$ cat src/rtl/dac_seq_pkg.sv
// Shared types and defaults for the DAC burst sequencer.
package dac_seq_pkg;

  typedef enum logic [1:0] {
    ST_IDLE = 2'd0,
    ST_RUN  = 2'd1,
    ST_GAP  = 2'd2,
    ST_DONE = 2'd3
  } state_t;

  localparam int PERIOD_LEN_DEFAULT = 10;

endpackage

$ cat src/rtl/dac_phase_cnt.sv
// Modulo-PERIOD_LEN phase counter kept in step with the generator ring.
module dac_phase_cnt #(
  parameter int PERIOD_LEN = 10
) (
  input  logic i_sys_clk,
  input  logic i_reset,
  input  logic i_clear,
  input  logic i_en,
  output logic o_last_phase
);

  localparam int PH_W = (PERIOD_LEN > 1) ? $clog2(PERIOD_LEN) : 1;
  localparam logic [PH_W-1:0] PH_LAST = PH_W'(PERIOD_LEN - 1);
  localparam logic [PH_W-1:0] PH_ONE  = PH_W'(1);

  logic [PH_W-1:0] phase_q, phase_d;

  always_comb begin
    phase_d = phase_q;
    if (i_clear)
      phase_d = '0;
    else if (i_en)
      phase_d = (phase_q == PH_LAST) ? '0 : phase_q + PH_ONE;
  end

  always_ff @(posedge i_sys_clk or posedge i_reset) begin
    if (i_reset) phase_q <= '0;
    else         phase_q <= phase_d;
  end

  assign o_last_phase = (phase_q == PH_LAST);

endmodule

$ cat src/rtl/dac_burst_sequencer.sv
// Gates the DAC waveform generator into bursts of whole periods separated by idle gaps.
module dac_burst_sequencer
  import dac_seq_pkg::*;
#(
  parameter int PERIOD_LEN = PERIOD_LEN_DEFAULT,
  parameter int CNT_W      = 8
) (
  input  logic             i_sys_clk,
  input  logic             i_reset,
  input  logic             i_start,
  input  logic             i_abort,
  input  logic [CNT_W-1:0] i_burst_len,
  input  logic [CNT_W-1:0] i_burst_num,
  input  logic [CNT_W-1:0] i_gap_len,
  input  logic             i_dem_dis_cfg,
  output logic             o_gen_hold,
  output logic             o_dem_dis,
  output logic             o_busy,
  output logic             o_done,
  output logic             o_period_tick,
  output logic [CNT_W-1:0] o_burst_cnt
);

  localparam logic [CNT_W-1:0] CNT_ONE = CNT_W'(1);

  state_t           state_q, state_d;
  logic [CNT_W-1:0] burst_len_q, burst_len_d;
  logic [CNT_W-1:0] burst_num_q, burst_num_d;
  logic [CNT_W-1:0] gap_len_q, gap_len_d;
  logic             dem_dis_q, dem_dis_d;
  logic [CNT_W-1:0] period_cnt_q, period_cnt_d;
  logic [CNT_W-1:0] burst_cnt_q, burst_cnt_d;
  logic [CNT_W-1:0] gap_cnt_q, gap_cnt_d;
  logic             abort_pend_q, abort_pend_d;
  logic             hold_q;

  logic             last_phase;
  logic             abort_req;
  logic             burst_end;
  logic [CNT_W-1:0] burst_cnt_inc;

  dac_phase_cnt #(.PERIOD_LEN(PERIOD_LEN)) u_phase_cnt (
    .i_sys_clk    (i_sys_clk),
    .i_reset      (i_reset),
    .i_clear      (state_q != ST_RUN),
    .i_en         (state_q == ST_RUN),
    .o_last_phase (last_phase)
  );

  // An abort arriving on the final phase itself still ends the run at that period.
  assign abort_req     = abort_pend_q | i_abort;
  assign burst_end     = (burst_len_q != '0) && (period_cnt_q == burst_len_q - CNT_ONE);
  assign burst_cnt_inc = burst_cnt_q + CNT_ONE;

  always_comb begin
    state_d      = state_q;
    burst_len_d  = burst_len_q;
    burst_num_d  = burst_num_q;
    gap_len_d    = gap_len_q;
    dem_dis_d    = dem_dis_q;
    period_cnt_d = period_cnt_q;
    burst_cnt_d  = burst_cnt_q;
    gap_cnt_d    = gap_cnt_q;
    abort_pend_d = abort_pend_q;

    unique case (state_q)
      ST_IDLE: begin
        abort_pend_d = 1'b0;
        if (i_start) begin
          burst_len_d  = i_burst_len;
          burst_num_d  = i_burst_num;
          gap_len_d    = i_gap_len;
          dem_dis_d    = i_dem_dis_cfg;
          period_cnt_d = '0;
          burst_cnt_d  = '0;
          state_d      = ST_RUN;
        end
      end
      ST_RUN: begin
        if (i_abort) abort_pend_d = 1'b1;
        if (last_phase) begin
          if (abort_req) begin
            state_d = ST_DONE;
          end else if (burst_end) begin
            burst_cnt_d  = burst_cnt_inc;
            period_cnt_d = '0;
            if ((burst_num_q != '0) && (burst_cnt_inc == burst_num_q)) begin
              state_d = ST_DONE;
            end else if (gap_len_q != '0) begin
              state_d   = ST_GAP;
              gap_cnt_d = gap_len_q;
            end
          end else begin
            period_cnt_d = period_cnt_q + CNT_ONE;
          end
        end
      end
      ST_GAP: begin
        if (abort_req)                state_d   = ST_DONE;
        else if (gap_cnt_q == CNT_ONE) state_d   = ST_RUN;
        else                          gap_cnt_d = gap_cnt_q - CNT_ONE;
      end
      ST_DONE: begin
        abort_pend_d = 1'b0;
        state_d      = ST_IDLE;
      end
      default: state_d = ST_IDLE;
    endcase
  end

  always_ff @(posedge i_sys_clk or posedge i_reset) begin
    if (i_reset) begin
      state_q      <= ST_IDLE;
      burst_len_q  <= '0;
      burst_num_q  <= '0;
      gap_len_q    <= '0;
      dem_dis_q    <= 1'b0;
      period_cnt_q <= '0;
      burst_cnt_q  <= '0;
      gap_cnt_q    <= '0;
      abort_pend_q <= 1'b0;
      hold_q       <= 1'b1;
    end else begin
      state_q      <= state_d;
      burst_len_q  <= burst_len_d;
      burst_num_q  <= burst_num_d;
      gap_len_q    <= gap_len_d;
      dem_dis_q    <= dem_dis_d;
      period_cnt_q <= period_cnt_d;
      burst_cnt_q  <= burst_cnt_d;
      gap_cnt_q    <= gap_cnt_d;
      abort_pend_q <= abort_pend_d;
      hold_q       <= (state_d != ST_RUN);
    end
  end

  assign o_gen_hold    = hold_q;
  assign o_dem_dis     = dem_dis_q;
  assign o_busy        = (state_q != ST_IDLE);
  assign o_done        = (state_q == ST_DONE);
  assign o_period_tick = (state_q == ST_RUN) && last_phase;
  assign o_burst_cnt   = burst_cnt_q;

endmodule

$ cat config.mk
export PLATFORM = sky130hd
export DESIGN_NAME = dac_burst_sequencer
export DESIGN_NICKNAME = d
export VERILOG_FILES = /design/src/rtl/dac_seq_pkg.sv /design/src/rtl/dac_phase_cnt.sv /design/src/rtl/dac_burst_sequencer.sv
export SDC_FILE = /design/constraint.sdc
export NUM_CORES = 1
export LEC_CHECK = 0
export BUFFER_PORTS_ARGS = -buffer_cell sky130_fd_sc_hd__buf_2
export CAP_MARGIN = 25
export CORE_MARGIN = 5
export CORE_UTILIZATION = 46
export CTS_BUF_LIST = sky130_fd_sc_hd__clkbuf_16
export CTS_CLUSTER_SIZE = 28
export DETAILED_ROUTE_END_ITERATION = 8
export GPL_TIMING_DRIVEN = 0
export PLACE_DENSITY = 0.66
export SLEW_MARGIN = 20
export SYNTH_ARGS = -nofsm -noshare
export SYNTH_HDL_FRONTEND = slang
export SYNTH_SLANG_ARGS = --single-unit
$ cat constraint.sdc
create_clock -name i_sys_clk -period 3.11 [get_ports i_sys_clk]
set_input_delay 0.1555 -clock i_sys_clk [delete_from_list [all_inputs] [get_ports i_sys_clk]]
set_output_delay 0.1555 -clock i_sys_clk [all_outputs]
set_load 0.02 [all_outputs]
==> results of run 1 <==
-- repair_timing --
item                                    4_1_cts  5_1_grt
hold buffers                                  1        0
endpoints found under the setup margin        0        0
resized for setup                             0        0
endpoints found under the hold margin        56        0
-- through the flow --
| stage | setup slack (ns) | instances | instance area, um2 |
|---|---|---|---|
| after floorplan | 0.571 | 356 | 3440 |
| after global placement | 0.357 | 496 | 3760 |
| after detailed placement | 0.259 | 498 | 3800 |
| after CTS | 0.236 | 514 | 4070 |
| after global routing | 0.000993 | 514 | 4070 |
| final | 0.256 | 514 | 4070 |
-- cells by family (layout without fill, tap and decap cells) --
family	after synthesis	after routing	synth area share, %
AOI/OAI and AO/OA	94	94	19.2
xor gates and xnor gates	15	15	3.82
adders and majority gates	11	11	4.01
buffers and inverters	34	93	3.82
DFF	57	57	41.6
muxes	29	29	9.40
and+or+nand+nor	116	116	18.2
-- layer usage --
| layer | wire, um | GRT usage (%) |
|---|---|---|
| met1 | 3630 | 25.2 |
| met5 | 0 | 0 |
| met2 | 3610 | 27.9 |
| met4 | 121 | 6.54 |
| met3 | 529 | 4.73 |
-- critical path: stages (launching register included) --
cell and delay [ns]:
dfrtp_1 0.45, nor4_1 0.51, or2_1 0.18, a211oi_1 0.08, or3_1 0.38, buf_2 0.21, a21oi_2 0.31, nand2_1 0.22
o41ai_1 0.40
-- state kept, by name (all words and copies together) (netlist names) --
signal / count
burst_num_q: 8
burst_len_q: 8
u_phase_cnt.phase_q: 4
gap_len_q: 8
gap_cnt_q: 8
o_dem_dis: 1
o_burst_cnt: 8
abort_pend_q: 1
period_cnt_q: 8
o_gen_hold: 1
state_q: 2
-- cell usage in the layout (no fill, tap or decap), types with 4 or more instances in the layout --
master,count
or3_1,9
mux2_2,26
and2_1,4
clkbuf_1,11
nand2_1,25
o31ai_1,4
nor2b_1,5
nand2b_1,4
ha_1,11
a31oi_1,6
nand3_1,20
dfrtp_1,56
nor4_1,6
clkinv_2,4
nor3_1,4
nor2_1,20
o31a_1,4
o21ai_0,26
xor2_1,5
clkbuf_16,9
o22ai_1,6
xnor2_1,10
a21oi_1,13
buf_2,45
inv_1,19
-- synthesized netlist by cell type (3+ instances only) --
library cell,instances,share of area (%)
xor2_1,5,1.3
buf_2,3,0.44
a31oi_1,6,1.1
o21ai_0,26,3.8
and2_1,4,0.73
mux2_2,26,8.5
dfrtp_1,56,41
a211oi_1,3,0.66
nor2b_1,5,0.91
nor4_1,6,1.1
a311oi_1,3,0.76
nand2_1,25,2.7
inv_1,19,2.1
o41ai_1,3,0.76
nor3_1,4,0.58
o22ai_1,6,1.1
nand2b_1,4,0.73
nand3_1,20,2.9
o31ai_1,4,0.87
or3_1,9,1.6
mux2i_1,3,0.87
ha_1,11,4.0
a21oi_1,13,1.9
clkbuf_1,11,1.2
o21ai_1,3,0.44
o31a_1,4,1.0
nor2_1,20,2.2
xnor2_1,10,2.5
-- area by class of cell --
class	count	share of cell area, %
inverters	19	1.81
clock inverters	6	0.677
multi-input cells	265	46.3
clock buffers	9	5.54
repair buffers	44	6.09
well taps	99	3.05
plain buffers	15	1.48
flip-flops and latches	57	35.1
-- power groups by stage --
stage | Combinational (uW) | Sequential [uW] | Clock, uW
CTS | 1690 | 1290 | 862
finish | 1690 | 1300 | 849
global placement | 1620 | 1290 | 0
floorplan | 1310 | 1250 | 0
global route | 1880 | 1340 | 896
detailed placement | 1680 | 1300 | 0
-- path summary, 6_finish.rpt --
path,startpoint,to,slack (ns),cells after the start
max,burst_len_q[3],period_cnt_q[6],0.26,8
min,i_gap_len[2],gap_len_q[2],0.05,2
max reg2reg,burst_len_q[3],period_cnt_q[6],0.26,8
min reg2reg,u_phase_cnt.phase_q[0],u_phase_cnt.phase_q[0],0.50,1
max in group asynchronous,i_reset,o_gen_hold,2.38,4
min in group asynchronous,i_reset,o_dem_dis,0.42,4
==> out/metrics.yaml, run 1 <==
timing:
  worst_clock_skew_ns: 0.00763
  worst_pin_slew_ns: 0.670
  layout_min_cycle_time_ns: 2.85
  holdWs_ns: 0.0550
  setup_viol: 0
  rsz0062_at_grt: "false"
  max_freq_mhz: 350
  fin_crit_sh_pct: 91.8
  setup_tns_ns: 0
  slew_headroom_pct: 55.3
  hold_violations: 0
  finalMaxSlewViolations: 0
grt:
  track_usage_pct: 18.3
  antenna_found_initial: 0
  grt_max_degree: 58
  gr-total-overflow: 0
  grt_pass1_wl_um: 13100
  grt_pass1_vias: 2699
cts:
  clk-insertion-delay-late_ns: 0.33
  clk_pin_slew_ns: 0.05
  clock-sinks: 57
  cts_setup_buffers: 0
  cts_root_buf: "clkbuf_16"
  cts_buffer_depth: 2
  htree_num_levels: 3
  cts_tree: "built"
  cts_buffers: 9
routing:
  wl_per_cell_um: 15.3
  vias_per_cell: 5.67
  drt_pass1_iterations: 4
  drc: 0
  drt_iter0_drc: 159
  route.vias.total: 2916
  antenna_left: 0
  wl_um: 7880
logic_synthesis:
  synth_ff_type: "dfrtp_1"
  syn_avg_cell_area_um2: 9.65
  synth_edf_count: 0
  synth_cells: 356
  synthDistinctLibCells: 61
  yosysSeqAreaShare_pct: 41.6
  synth.ff_latch_count: 57
  synth_nets: 396
  async_reset_ff_share_pct: 100
  syn-cell-area_mm2: 0.00344
  yosysWarningCount: 0
floorplan:
  die_y_um: 96.4
  design.core.area_mm2: 0.00725
  die_area_mm2: 0.00930
  ios: 42
  die_x_um: 96.4
  start_util_pct: 47.4
  rows: 31
power:
  finalPower_uw: 3830
  p_int_uw: 2280
  power_density_mw_per_mm2: 942
  pwr-share-clk_pct: 22.2
  vdd_drop_max_mv: 0.452
  pwr-share-seq_pct: 33.9
  p_leak_uw: 0.00171
  combPwrFrac_pct: 44.0
  swShare_pct: 40.5
  p_sw_uw: 1550
final_layout:
  fin_util_pct: 56.1
  layout-drive-gt1-share_pct: 24.1
  fillers: 662
  area_growth_pct: 18.4
  multiInputGateArea_mm2: 0.00188
  seqCellArea_mm2: 0.00143
  num_antenna_cells: 0
  fin_nets: 451
hold_path:
  min_path_type: "primary input to flop"
status:
  status: "complete, no violations"
critical_path:
  worstPathArrival_ns: 3.07
  cp-end-kind: "flop"
  startpoint_type: "flop"
  path_class: "flop to flop"
  crit_required_ns: 3.32
  crit_fanout: 10
flow_run:
  drv_cap: 0
place:
  gp_congestion: 0.900
  hpwl_um: 5590
  numPortBuffers: 41
Note: power is estimated with default switching activity, not from simulation.
==> run 2: changes to the inputs <==
Settings changed: BUFFER_PORTS_ARGS -buffer_cell sky130_fd_sc_hd__buf_2 to -buffer_cell sky130_fd_sc_hd__buf_4, SYNTH_HIERARCHICAL set to 1.
==> out/metrics.yaml, run 2 <==
logic_synthesis:
  yosysWarningCount: 6  # was 0
  synth_cells: 357  # was 356
  synthDistinctLibCells: 63  # was 61
  ys_top_cells_by_count: "dfrtp_1 (56), nand2_1 (31), mux2_2 (25)"  # was dfrtp_1 (56), mux2_2 (26), o21ai_0 (26)
  syn-cell-area_mm2: 0.00343  # was 0.00344 mm2
  synth_edf_count: 0  # unchanged
  synth.area.mux_share_pct: 8.49  # was 9.40%
  ys_top_cells_by_area: "dfrtp_1 (41%), mux2_2 (8.2%), ha_1 (4.0%), nand2_1 (3.4%), a21oi_1 (2.3%)"  # was dfrtp_1 (41%), mux2_2 (8.5%), ha_1 (4.0%), o21ai_0 (3.8%), nand3_1 (2.9%)
  synth_ff_type: "dfrtp_1"  # unchanged
  synth-adder-area-share_pct: 4.01  # about the same
  yosysSeqAreaShare_pct: 41.6  # about the same
  async_reset_ff_share_pct: 100  # unchanged
  synth_top_area_cell: "dfrtp_1"  # unchanged
  synth_compound_area_share_pct: 17.7  # was 19.2%
  synth_nets: 397  # was 396
  synth_top_family_by_area: "simple AND/OR/NAND/NOR gates"  # was compound AO/OA/AOI/OAI gates
  synth.ff_latch_count: 57  # unchanged
  synth-simple-area-share_pct: 19.7  # was 18.2%
  syn_avg_cell_area_um2: 9.62  # was 9.65 um2
  synth_top_cell_area_share_pct: 40.8  # about the same
  synth_xor_area_share_pct: 4.08  # was 3.82%
  yosysMostFrequentCell: "dfrtp_1"  # unchanged
routing:
  vias_per_cell: 5.59  # was 5.67
  antenna_left: 0  # unchanged
  drt_pass1_iterations: 4  # unchanged
  wl_um: 7910  # was 7880 um
  route.vias.total: 2877  # was 2,916
  drt_iter0_drc: 161  # was 159
  wl_per_cell_um: 15.4  # was 15.3 um
  drc: 0  # unchanged
power:
  swShare_pct: 39.1  # was 40.5%
  combPwrFrac_pct: 41.9  # was 44.0%
  power_density_mw_per_mm2: 981  # was 942 mW/mm2
  p_leak_uw: 0.00182  # was 0.00171 uW
  pwr-share-seq_pct: 33.6  # was 33.9%
  p_sw_uw: 1610  # was 1550 uW
  p_int_uw: 2510  # was 2280 uW
  pwr-share-clk_pct: 24.5  # was 22.2%
  vdd_drop_max_mv: 0.508  # was 0.452 mV
timing:
  hold_violations: 0  # unchanged
  max_freq_mhz: 329  # was 350 MHz
  worst_pin_slew_ns: 0.663  # was 0.670 ns
  slew_headroom_pct: 55.8  # was 55.3%
  rsz0062_at_grt: "true"  # was false
  layout_min_cycle_time_ns: 3.04  # was 2.85 ns
  setup_viol: 0  # unchanged
  fin_crit_sh_pct: 97.6  # was 91.8%
  finalMaxSlewViolations: 0  # unchanged
  worst_clock_skew_ns: 0.00684  # was 0.00763 ns
critical_path:
  crit_buf_inv: 2  # was 1
  cp_slowest_stage_delay_ns: 0.49  # was 0.51 ns
  crit_fanout: 9  # was 10
  crit_slowest_cell: "a2111o_1"  # was nor4_1
  crit_path_cell_trace: "inv_1, ha_1, nor2b_1, nand2_1, xor2_1, a2111o_1, o21ai_1, and2_1, clkbuf_1, a32o_1"  # was nor4_1, or2_1, a211oi_1, or3_1, buf_2, a21oi_2, nand2_1, o41ai_1
  worstPathArrival_ns: 3.29  # was 3.07 ns
  path_class: "flop to flop"  # unchanged
  crit_required_ns: 3.36  # was 3.32 ns
  startpoint_type: "flop"  # unchanged
  cp-end-kind: "flop"  # unchanged
  cp_top_family: "compound AO/OA/AOI/OAI gates"  # was simple AND/OR/NAND/NOR gates
grt:
  track_usage_pct: 18.6  # was 18.3%
  gr-total-overflow: 0  # unchanged
  grt_pass1_vias: 2816  # was 2,699
  grt_max_degree: 54  # was 58
  antenna_found_initial: 0  # unchanged
  grt_pass1_wl_um: 13100  # about the same
floorplan:
  start_util_pct: 47.4  # about the same
  ios: 42  # unchanged
  die_y_um: 96.4  # about the same
  die_x_um: 96.4  # about the same
  design.core.area_mm2: 0.00725  # unchanged
  rows: 31  # unchanged
  die_area_mm2: 0.00929  # was 0.00930 mm2
place:
  dpl-instance-area_mm2: 0.00387  # was 0.00380 mm2
  numPortBuffers: 41  # unchanged
  hpwl_um: 5700  # was 5590 um
  dp_cells: 497  # was 498
  gp_congestion: 0.848  # was 0.900
cts:
  htree_num_levels: 3  # unchanged
  clk_pin_slew_ns: 0.05  # about the same
  clk-insertion-delay-late_ns: 0.32  # was 0.33 ns
  cts_buffers: 9  # unchanged
  cts_root_buf: "clkbuf_16"  # unchanged
  clock-sinks: 57  # unchanged
  cts_tree: "built"  # unchanged
  cts_buffer_depth: 2  # unchanged
final_layout:
  area_growth_pct: 22.1  # was 18.4%
  stdcell_area_mm2: 0.00420  # was 0.00407 mm2
  layout_commonest_cell: "dfrtp_1"  # unchanged
  fillers: 668  # was 662
  fin_cells: 515  # was 514
  layout-drive-gt1-share_pct: 24.3  # was 24.1%
  fin_nets: 451  # unchanged
  num_antenna_cells: 0  # unchanged
  mostFrequentLayoutCells: "dfrtp_1 (55), buf_4 (44), nand2_1 (31), mux2_2 (25)"  # was dfrtp_1 (56), buf_2 (45), o21ai_0 (26), mux2_2 (26), nand2_1 (25)
status:
  status: "complete, no violations"  # unchanged
flow_run:
  drv_cap: 0  # unchanged
hold_path:
  min_path_type: "primary input to flop"  # unchanged
run 2: changes by cell type after synthesis, moves of 5 or more:
cell	change
or3_1	-7
nand2_1	+6
nor3_1	+7
nand3_1	-5
o21ai_0	-11
run 2: timing repair:
item                                    CTS  global route
endpoints found under the setup margin    0            13
hold buffers                              1             0
endpoints found under the hold margin    56             0
setup buffers                             0             1
gates resized for setup                   0             4
run 2: cells by family (layout without fill, tap and decap cells):
family | after synthesis | in the layout
and+or+nand+nor | 126 | 126
DFF | 57 | 57
xor gates and xnor gates | 16 | 16
AOI/OAI and AO/OA | 85 | 85
buffers and inverters | 36 | 95
muxes | 26 | 26
adders and majority gates | 11 | 11
run 2: area by class of cell:
type,count,area [um2],share of cell area [%]
timing repair buffer,43,325,7.75
multi-input combinational,264,1860,44.3
clock buffer,9,225,5.37
buffer,16,78.8,1.88
sequential,57,1430,34.1
inverter,20,77.6,1.85
tap,99,124,2.95
clock inverter,7,78.8,1.88
run 2: power groups by stage:
stage          combinational [uW]  sequential [uW]  clock, uW
6_report                     1720             1380       1010
5_1_grt                      1920             1440       1060
4_1_cts                      1730             1380       1030
3_5_place_dp                 1710             1390          0
3_3_place_gp                 1660             1380          0
2_1_floorplan                1300             1330          0
run 2: stage by stage:
step	total power (uW)	TNS, ns	hold slack, ns	worst slack, ns	util [%]
after CTS	4130	0	0.0532	0.0310	57.7
final	4120	0	0.0602	0.0745	57.8
after global placement	3040	0	0.0553	0.150	53.3
after detailed placement	3100	0	0.0759	0.0895	53.3
after global routing	4420	-0.298	0.0516	-0.0755	57.8
after floorplan	2630	0	-0.0784	0.329	-
run 2: metal layers:
metal	GRT usage, %	up-vias	part of all wire, %
met2	31.3	72	49
met4	8.06	0	1.8
met3	4.73	14	4.6
li1	-	1408	-
met1	22.4	1383	45
met5	0	-	0
run 2: worst paths after layout:
kind                                     start                endpoint  slack [ns]  depth (start not counted)
worst min-delay path            i_burst_len[1]          burst_len_q[1]        0.06                          2
min in group asynchronous              i_reset  u_phase_cnt/phase_q[1]        0.30                          3
worst min register to register  o_burst_cnt[6]          o_burst_cnt[6]        0.48                          1
worst max register to register  burst_len_q[0]          o_burst_cnt[5]        0.07                         10
worst max-delay path            burst_len_q[0]          o_burst_cnt[5]        0.07                         10
max in group asynchronous              i_reset            gap_cnt_q[7]        2.15                          3
run 2: worst reg2reg max path, cell delays in order, from the launching register on:
cell and delay [ns]:
dfrtp_1 0.43, inv_1 0.08, ha_1 0.21, nor2b_1 0.23, nand2_1 0.10, xor2_1 0.15, a2111o_1 0.49, o21ai_1 0.43
and2_1 0.20, clkbuf_1 0.38, a32o_1 0.27
